===== src/rtl/div_clk_enable_mc_pkg.sv =====
// Shared definitions for the multi-channel clock-enable generator:
// channel FSM encoding and default field widths.
package div_clk_enable_mc_pkg;
  localparam int RATIO_W_DEF = 16;
  localparam int CNT_W_DEF   = 18;

  typedef enum logic [1:0] {
    ST_IDLE  = 2'd0,
    ST_DELAY = 2'd1,
    ST_HIGH  = 2'd2,
    ST_LOW   = 2'd3
  } st_t;
endpackage


===== src/rtl/div_clk_enable_ch.sv =====
// One enable channel: DELAY/HIGH/LOW sequencer with active and pending
// configuration; new settings take effect only at period boundaries.
module div_clk_enable_ch
  import div_clk_enable_mc_pkg::*;
#(
  parameter int RATIO_W = RATIO_W_DEF,
  parameter int CNT_W   = CNT_W_DEF
) (
  input  logic               clk,
  input  logic               rst_n,
  input  logic               en,
  input  logic               load,
  input  logic               sync_start,
  input  logic [RATIO_W-1:0] hi_in,
  input  logic [RATIO_W-1:0] lo_in,
  input  logic [RATIO_W-1:0] ph_in,
  output logic               clk_enable,
  output logic               rise_pulse,
  output logic               fall_pulse,
  output logic               pend,
  output logic [CNT_W-1:0]   cnt
);
  localparam logic [CNT_W-1:0] ONE = CNT_W'(1);

  st_t              st, st_nx;
  logic [CNT_W-1:0] cnt_nx;
  logic [RATIO_W-1:0] act_hi, act_lo, act_ph;
  logic [RATIO_W-1:0] pnd_hi, pnd_lo, pnd_ph;
  logic [RATIO_W-1:0] new_hi, new_lo, new_ph;
  logic pnd_nx, bnd, ce_nx, rise_nx, fall_nx;

  // Last LOW cycle of a running channel: the period boundary.
  assign bnd = (st == ST_LOW) && en && (cnt == CNT_W'(act_lo));

  // Config selection: a load landing on an apply point bypasses the shadow.
  always_comb begin
    new_hi = act_hi;
    new_lo = act_lo;
    new_ph = act_ph;
    pnd_nx = pend | load;
    if (sync_start || bnd) begin
      if (load) begin
        new_hi = hi_in;
        new_lo = lo_in;
        new_ph = ph_in;
      end else if (pend) begin
        new_hi = pnd_hi;
        new_lo = pnd_lo;
        new_ph = pnd_ph;
      end
      pnd_nx = 1'b0;
    end else if ((st == ST_IDLE) && pend) begin
      new_hi = pnd_hi;
      new_lo = pnd_lo;
      new_ph = pnd_ph;
      pnd_nx = load;
    end
  end

  always_comb begin
    st_nx  = st;
    cnt_nx = cnt + ONE;
    if (sync_start) begin
      cnt_nx = '0;
      if (!en)                st_nx = ST_IDLE;
      else if (new_ph == '0)  st_nx = ST_HIGH;
      else                    st_nx = ST_DELAY;
    end else begin
      unique case (st)
        ST_IDLE: begin
          cnt_nx = '0;
          if (en) st_nx = (new_ph == '0) ? ST_HIGH : ST_DELAY;
        end
        ST_DELAY: begin
          if (!en) begin
            st_nx  = ST_IDLE;
            cnt_nx = '0;
          end else if (cnt + ONE == CNT_W'(act_ph)) begin
            st_nx  = ST_HIGH;
            cnt_nx = '0;
          end
        end
        // A high phase always runs to completion, even once en drops.
        ST_HIGH: begin
          if (cnt == CNT_W'(act_hi)) begin
            st_nx  = en ? ST_LOW : ST_IDLE;
            cnt_nx = '0;
          end
        end
        ST_LOW: begin
          if (!en) begin
            st_nx  = ST_IDLE;
            cnt_nx = '0;
          end else if (bnd) begin
            st_nx  = ST_HIGH;
            cnt_nx = '0;
          end
        end
        default: begin
          st_nx  = ST_IDLE;
          cnt_nx = '0;
        end
      endcase
    end
  end

  always_comb begin
    ce_nx   = (st_nx == ST_HIGH);
    rise_nx = (st_nx == ST_HIGH) && ((st != ST_HIGH) || sync_start);
    fall_nx = (st == ST_HIGH) && (st_nx != ST_HIGH) && !sync_start;
  end

  always_ff @(posedge clk or negedge rst_n) begin
    if (!rst_n) begin
      st         <= ST_IDLE;
      cnt        <= '0;
      act_hi     <= '0;
      act_lo     <= '0;
      act_ph     <= '0;
      pnd_hi     <= '0;
      pnd_lo     <= '0;
      pnd_ph     <= '0;
      pend       <= 1'b0;
      clk_enable <= 1'b0;
      rise_pulse <= 1'b0;
      fall_pulse <= 1'b0;
    end else begin
      st         <= st_nx;
      cnt        <= cnt_nx;
      act_hi     <= new_hi;
      act_lo     <= new_lo;
      act_ph     <= new_ph;
      pend       <= pnd_nx;
      clk_enable <= ce_nx;
      rise_pulse <= rise_nx;
      fall_pulse <= fall_nx;
      if (load) begin
        pnd_hi <= hi_in;
        pnd_lo <= lo_in;
        pnd_ph <= ph_in;
      end
    end
  end
endmodule


===== src/rtl/div_clk_enable_mc.sv =====
// Multi-channel clock-enable generator: fans load/sync_start out to the
// channel array and raises cfg_ack once every channel has taken its config.
module div_clk_enable_mc
  import div_clk_enable_mc_pkg::*;
#(
  parameter int NUM_CH  = 4,
  parameter int RATIO_W = RATIO_W_DEF,
  parameter int CNT_W   = CNT_W_DEF
) (
  input  logic                      clk,
  input  logic                      rst_n,
  input  logic [NUM_CH-1:0]         en,
  input  logic [NUM_CH*RATIO_W-1:0] ratio_hi,
  input  logic [NUM_CH*RATIO_W-1:0] ratio_lo,
  input  logic [NUM_CH*RATIO_W-1:0] phase,
  input  logic                      load,
  input  logic                      sync_start,
  output logic [NUM_CH-1:0]         clk_enable,
  output logic [NUM_CH-1:0]         rise_pulse,
  output logic [NUM_CH-1:0]         fall_pulse,
  output logic                      cfg_ack,
  output logic [NUM_CH*CNT_W-1:0]   cnt_clk_enable
);
  logic [NUM_CH-1:0] pend;
  logic              pend_any_q;

  for (genvar i = 0; i < NUM_CH; i++) begin : g_ch
    div_clk_enable_ch #(.RATIO_W(RATIO_W), .CNT_W(CNT_W)) u_ch (
      .clk        (clk),
      .rst_n      (rst_n),
      .en         (en[i]),
      .load       (load),
      .sync_start (sync_start),
      .hi_in      (ratio_hi[i*RATIO_W +: RATIO_W]),
      .lo_in      (ratio_lo[i*RATIO_W +: RATIO_W]),
      .ph_in      (phase[i*RATIO_W +: RATIO_W]),
      .clk_enable (clk_enable[i]),
      .rise_pulse (rise_pulse[i]),
      .fall_pulse (fall_pulse[i]),
      .pend       (pend[i]),
      .cnt        (cnt_clk_enable[i*CNT_W +: CNT_W])
    );
  end

  // Ack fires on the falling edge of "any channel still pending".
  always_ff @(posedge clk or negedge rst_n) begin
    if (!rst_n) begin
      pend_any_q <= 1'b0;
      cfg_ack    <= 1'b0;
    end else begin
      pend_any_q <= |pend;
      cfg_ack    <= pend_any_q & ~(|pend);
    end
  end
endmodule


===== config.mk =====
export PLATFORM = sky130hd
export DESIGN_NAME = div_clk_enable_mc
export DESIGN_NICKNAME = d
export VERILOG_FILES = /design/src/rtl/div_clk_enable_mc_pkg.sv /design/src/rtl/div_clk_enable_ch.sv /design/src/rtl/div_clk_enable_mc.sv
export SDC_FILE = /design/constraint.sdc
export NUM_CORES = 1
export LEC_CHECK = 0
export CAP_MARGIN = 20
export CORE_UTILIZATION = 50
export DETAILED_ROUTE_END_ITERATION = 10
export GPL_TIMING_DRIVEN = 0
export PLACE_DENSITY_LB_ADDON = 0.3
export SLEW_MARGIN = 20
export SYNTH_ARGS = -nofsm -noshare
export SYNTH_HDL_FRONTEND = slang
export SYNTH_SLANG_ARGS = --single-unit

===== constraint.sdc =====
create_clock -name clk -period 5.62 [get_ports clk]
set_clock_uncertainty 0.2 [all_clocks]
set_input_delay 0.843 -clock clk [delete_from_list [all_inputs] [get_ports clk]]
set_output_delay 0.843 -clock clk [all_outputs]
set_load 0.1 [all_outputs]

==> summary.md <==
| Metric | Value |
|---|---|
| Clock transition at the registers of the reported paths | `60 ps` |
| Synth area leader | `dfrtp_1` |
| R2r setup slk | `1710 ps` |
| Nature of the critical path endpoint | `flip-flop` |
| Starting Density | `0.506` |
| Final Slew Violations | `0` |
| Routed vias | `20900` |
| Crit path required time | `5890 ps` |
| CP max FO | `10` |
| Worst vdd rail ir drop | `0.196 mV` |
| Slowest CP cell | `nor4_1` |
| Port Buffers | `282` |
| GR Overflow Total | `0` |
| Count leader, synth | `dfrtp_1` |
| Warnings from Yosys | `0` |
| Max-cap violations | `0` |
| Placer's final routability congestion estimate | `0.953` |
| Ys flop type | `dfrtp_1` |
| Via density per instance | `5.73` |
| FF-to-FF Start | `g_ch[3].u_ch.cnt[13]$_DFF_PN0_` |
| Drt first-iter violations | `2147` |
| Layout area overhead | `21.6%` |
| Min Tclk post-route | `3910 ps` |
| Num CTS Buffers | `53` |
| Layout fillers | `4249` |
| Critical path startpoint category | `flip-flop` |
| Mapped Area | `0.0259 sq mm` |
| Routed WL | `74000 um` |
| Hold Path Depth | `1` |
| Leak | `0.0132 uW` |
| PD cells | `299 mW/mm^2` |
| Post-synthesis cell count | `2585` |
| Reg-to-Reg End | `g_ch[3].u_ch.act_lo[4]$_DFFE_PN0P_` |
| RSZ-0062 raised after global routing | `no` |
| Dpl hpwl | `54200 um` |
| Gr usage total | `0.280` |
| Hold Startpoint | `g_ch[3].u_ch.pnd_hi[14]$_DFFE_PN0P_` |
| Tightest Pin Transition | `1040 ps` |
| Final hold vios | `0` |
| Slew headroom | `0.308` |
| Postcts setup bufs | `0` |
| Leading post-synthesis cells by cell area | `dfrtp_1 (46%), mux2i_1 (9.5%), mux2_2 (5.9%), xor2_1 (4.8%), nor2_1 (3.6%)` |
| Synthesized flop and latch total | `482` |
| # rows | `83` |
| Final antenna-violating net count | `0` |
| Synthesized area per cell | `10.0 sq um` |
| Outcome | `completed` |
| CTS root buffer | `clkbuf_16` |
| Drt pass-1 iters | `9` |
| Hold Path Class | `reg -> reg` |
| Setup violators final | `0` |
| CTS H-tree lvls | `2` |
| Most used cell, CP | `buf_2` |
| Worst Path Arrival | `4180 ps` |
| Largest net degree at the start of global routing | `101` |
| Post-route setup slack | `1710 ps` |
| Diodes inserted | `0` |
| Hold EP | `g_ch[3].u_ch.pnd_hi[14]$_DFFE_PN0P_` |
| Clock Path Buffers | `3` |
| Netlist cell types | `80` |
| Initial antenna violation count | `8` |
| First-pass GRT wire length | `117000 um` |
| Max frequency | `255 MHz` |
| Register area share after synthesis | `0.465` |
| Top post-synthesis cells by count | `dfrtp_1 (482), nor2_1 (251), mux2i_1 (246)` |
| Placement Setup Slack | `1110 ps` |
| Worst skew pair latency | `610 ps` |
| Detailed-route DRC error count | `0` |
| Ys async rst share | `1.00` |
| Post-synth EDFFs | `0` |
| DR WL/cell | `20.3 um` |
| Fin Hold WS | `322 ps` |
| Clk sinks | `482` |
| Die W | `230 um` |
| Post-Layout Cell Count | `3649` |
| Crit path kind | `reg -> reg` |
| Worst reg2reg path depth | `11` |
| Placed Cells | `3552` |
| Crit-path max cell delay | `590 ps` |
| CTS tree | `built` |
| Die H | `230 um` |
| Synthesized Nets | `2789` |
| Cells along the critical path | `clkbuf_1 -> xor2_1 -> nor4_1 -> nand4_1 -> nor4_1 -> a41o_1 -> buf_2 -> buf_2 -> buf_2 -> mux2i_1 -> a21oi_1` |
| Final worst-path cycle share | `0.697` |
| Boundary Pins | `285` |
| Final nets | `3132` |
| Vias in the first global route | `21200` |
| Top-area cell type share of the netlist area | `0.465` |
| Core ar. | `0.0513 sq mm` |
| Full die area | `0.0528 sq mm` |
| Share of post-route cells with drive strength above 1 | `0.108` |
==> layout make-up <==
| class | count | area (sq um) | area share |
|---|---|---|---|
| Inverter | 90 | 338 | 0.0107 |
| Sequential cell | 482 | 12100 | 0.382 |
| Timing Repair Buffer | 288 | 2980 | 0.0943 |
| Clock inverter | 16 | 193 | 0.00611 |
| Clock buffer | 80 | 1590 | 0.0504 |
| Buffer | 198 | 897 | 0.0284 |
| Tap cell | 680 | 851 | 0.0270 |
| Multi-Input combinational cell | 1815 | 12600 | 0.401 |
==> worst max-delay path: cells and delay by family, from the launching register on <==
family	cells	cell delay [ps]
compound gates	2	350
flops	1	350
mux	1	290
buf+inv	4	1370
xor+xnor	1	130
simple gates	3	1080
==> metal layers <==
layer	vias up	share of wire	track usage
li1	9688	-	-
met1	10300	0.43	0.373
met2	714	0.48	0.468
met3	148	0.059	0.0461
met4	12	0.026	0.0855
met5	-	0.0010	0
==> power breakdown <==
| part | switching [uW] | leakage, uW | internal [uW] |
|---|---|---|---|
| logic | 857 | 0.00655 | 758 |
| registers | 380 | 0.00582 | 3880 |
| clock network | 1450 | 0.000877 | 2130 |
==> kinds of logic after synthesis <==
kind of cell    after synthesis  share of synthesized area
compound gates              451                     0.0991
flops                       482                      0.465
simple gates                718                      0.137
fa+ha+maj                     4                    0.00193
xor+xnor                    259                     0.0955
mux                         383                      0.154
buf+inv                     288                     0.0475
==> sequential cells by signal, summed over array words and instances (netlist names) <==
signal                count
g_ch.u_ch.pnd_lo         64
cfg_ack                   1
g_ch.u_ch.pend            4
g_ch.u_ch.pnd_hi         64
pend_any_q                1
g_ch.u_ch.act_lo         64
g_ch.u_ch.act_hi         64
g_ch.u_ch.st              8
g_ch.u_ch.pnd_ph         64
g_ch.u_ch.act_ph         64
g_ch.u_ch.clk_enable      4
g_ch.u_ch.rise_pulse      4
g_ch.u_ch.fall_pulse      4
g_ch.u_ch.cnt            72
==> timing repair <==
item / CTS / global route
endpoints found under the hold margin: 46 / 0
hold buffers: 1 / 0
gates resized for setup: 0 / 0
==> cells in the final DEF, fill, tap and decap left out, types with 12 or more instances in the layout <==
master	netlist	final
a211oi_1	19	19
a21oi_1	185	185
and2_1	14	14
and3_1	16	16
buf_1	22	22
buf_2	41	41
buf_4	18	18
clkbuf_1	111	122
clkbuf_16	0	55
clkbuf_8	0	12
clkdlybuf4s50_1	0	281
dfrtp_1	482	482
inv_1	90	90
mux2_2	137	137
mux2i_1	246	246
nand2_1	156	156
nand3_1	33	33
nand4_1	54	54
nor2_1	251	251
nor2b_1	22	22
nor3_1	33	33
nor4_1	77	77
o21a_1	12	12
o21ai_0	173	173
xnor2_1	102	102
xor2_1	142	142
==> through the flow <==
stage	cell area, sq um	TNS, ps	util	power (uW)
floorplan	25900	0	-	5280
CTS	31600	0	0.615	9500
finish	31600	0	0.615	9450
global route	31600	0	0.615	9850
detailed placement	29800	0	0.580	5910
global placement	29600	-8326990	0.577	5830
==> how the worst max path moves through the flow <==
stage | from | to | slack (ps)
after global routing | g_ch[2].u_ch.cnt[9]$_DFF_PN0_ | g_ch[2].u_ch.act_hi[11]$_DFFE_PN0P_ | 1460
final | g_ch[3].u_ch.cnt[13]$_DFF_PN0_ | g_ch[3].u_ch.act_lo[4]$_DFFE_PN0P_ | 1710
after floorplan | g_ch[0].u_ch.cnt[1]$_DFF_PN0_ | g_ch[0].u_ch.cnt[0]$_DFF_PN0_ | 1870
after global placement | rst_n | g_ch[3].u_ch.pnd_lo[4]$_DFFE_PN0P_ | -17370
after CTS | g_ch[3].u_ch.cnt[13]$_DFF_PN0_ | g_ch[3].u_ch.act_lo[4]$_DFFE_PN0P_ | 1730
after detailed placement | load | g_ch[2].u_ch.pnd_ph[12]$_DFFE_PN0P_ | 1110
No activity file was read; power rests on OpenSTA's default activity.
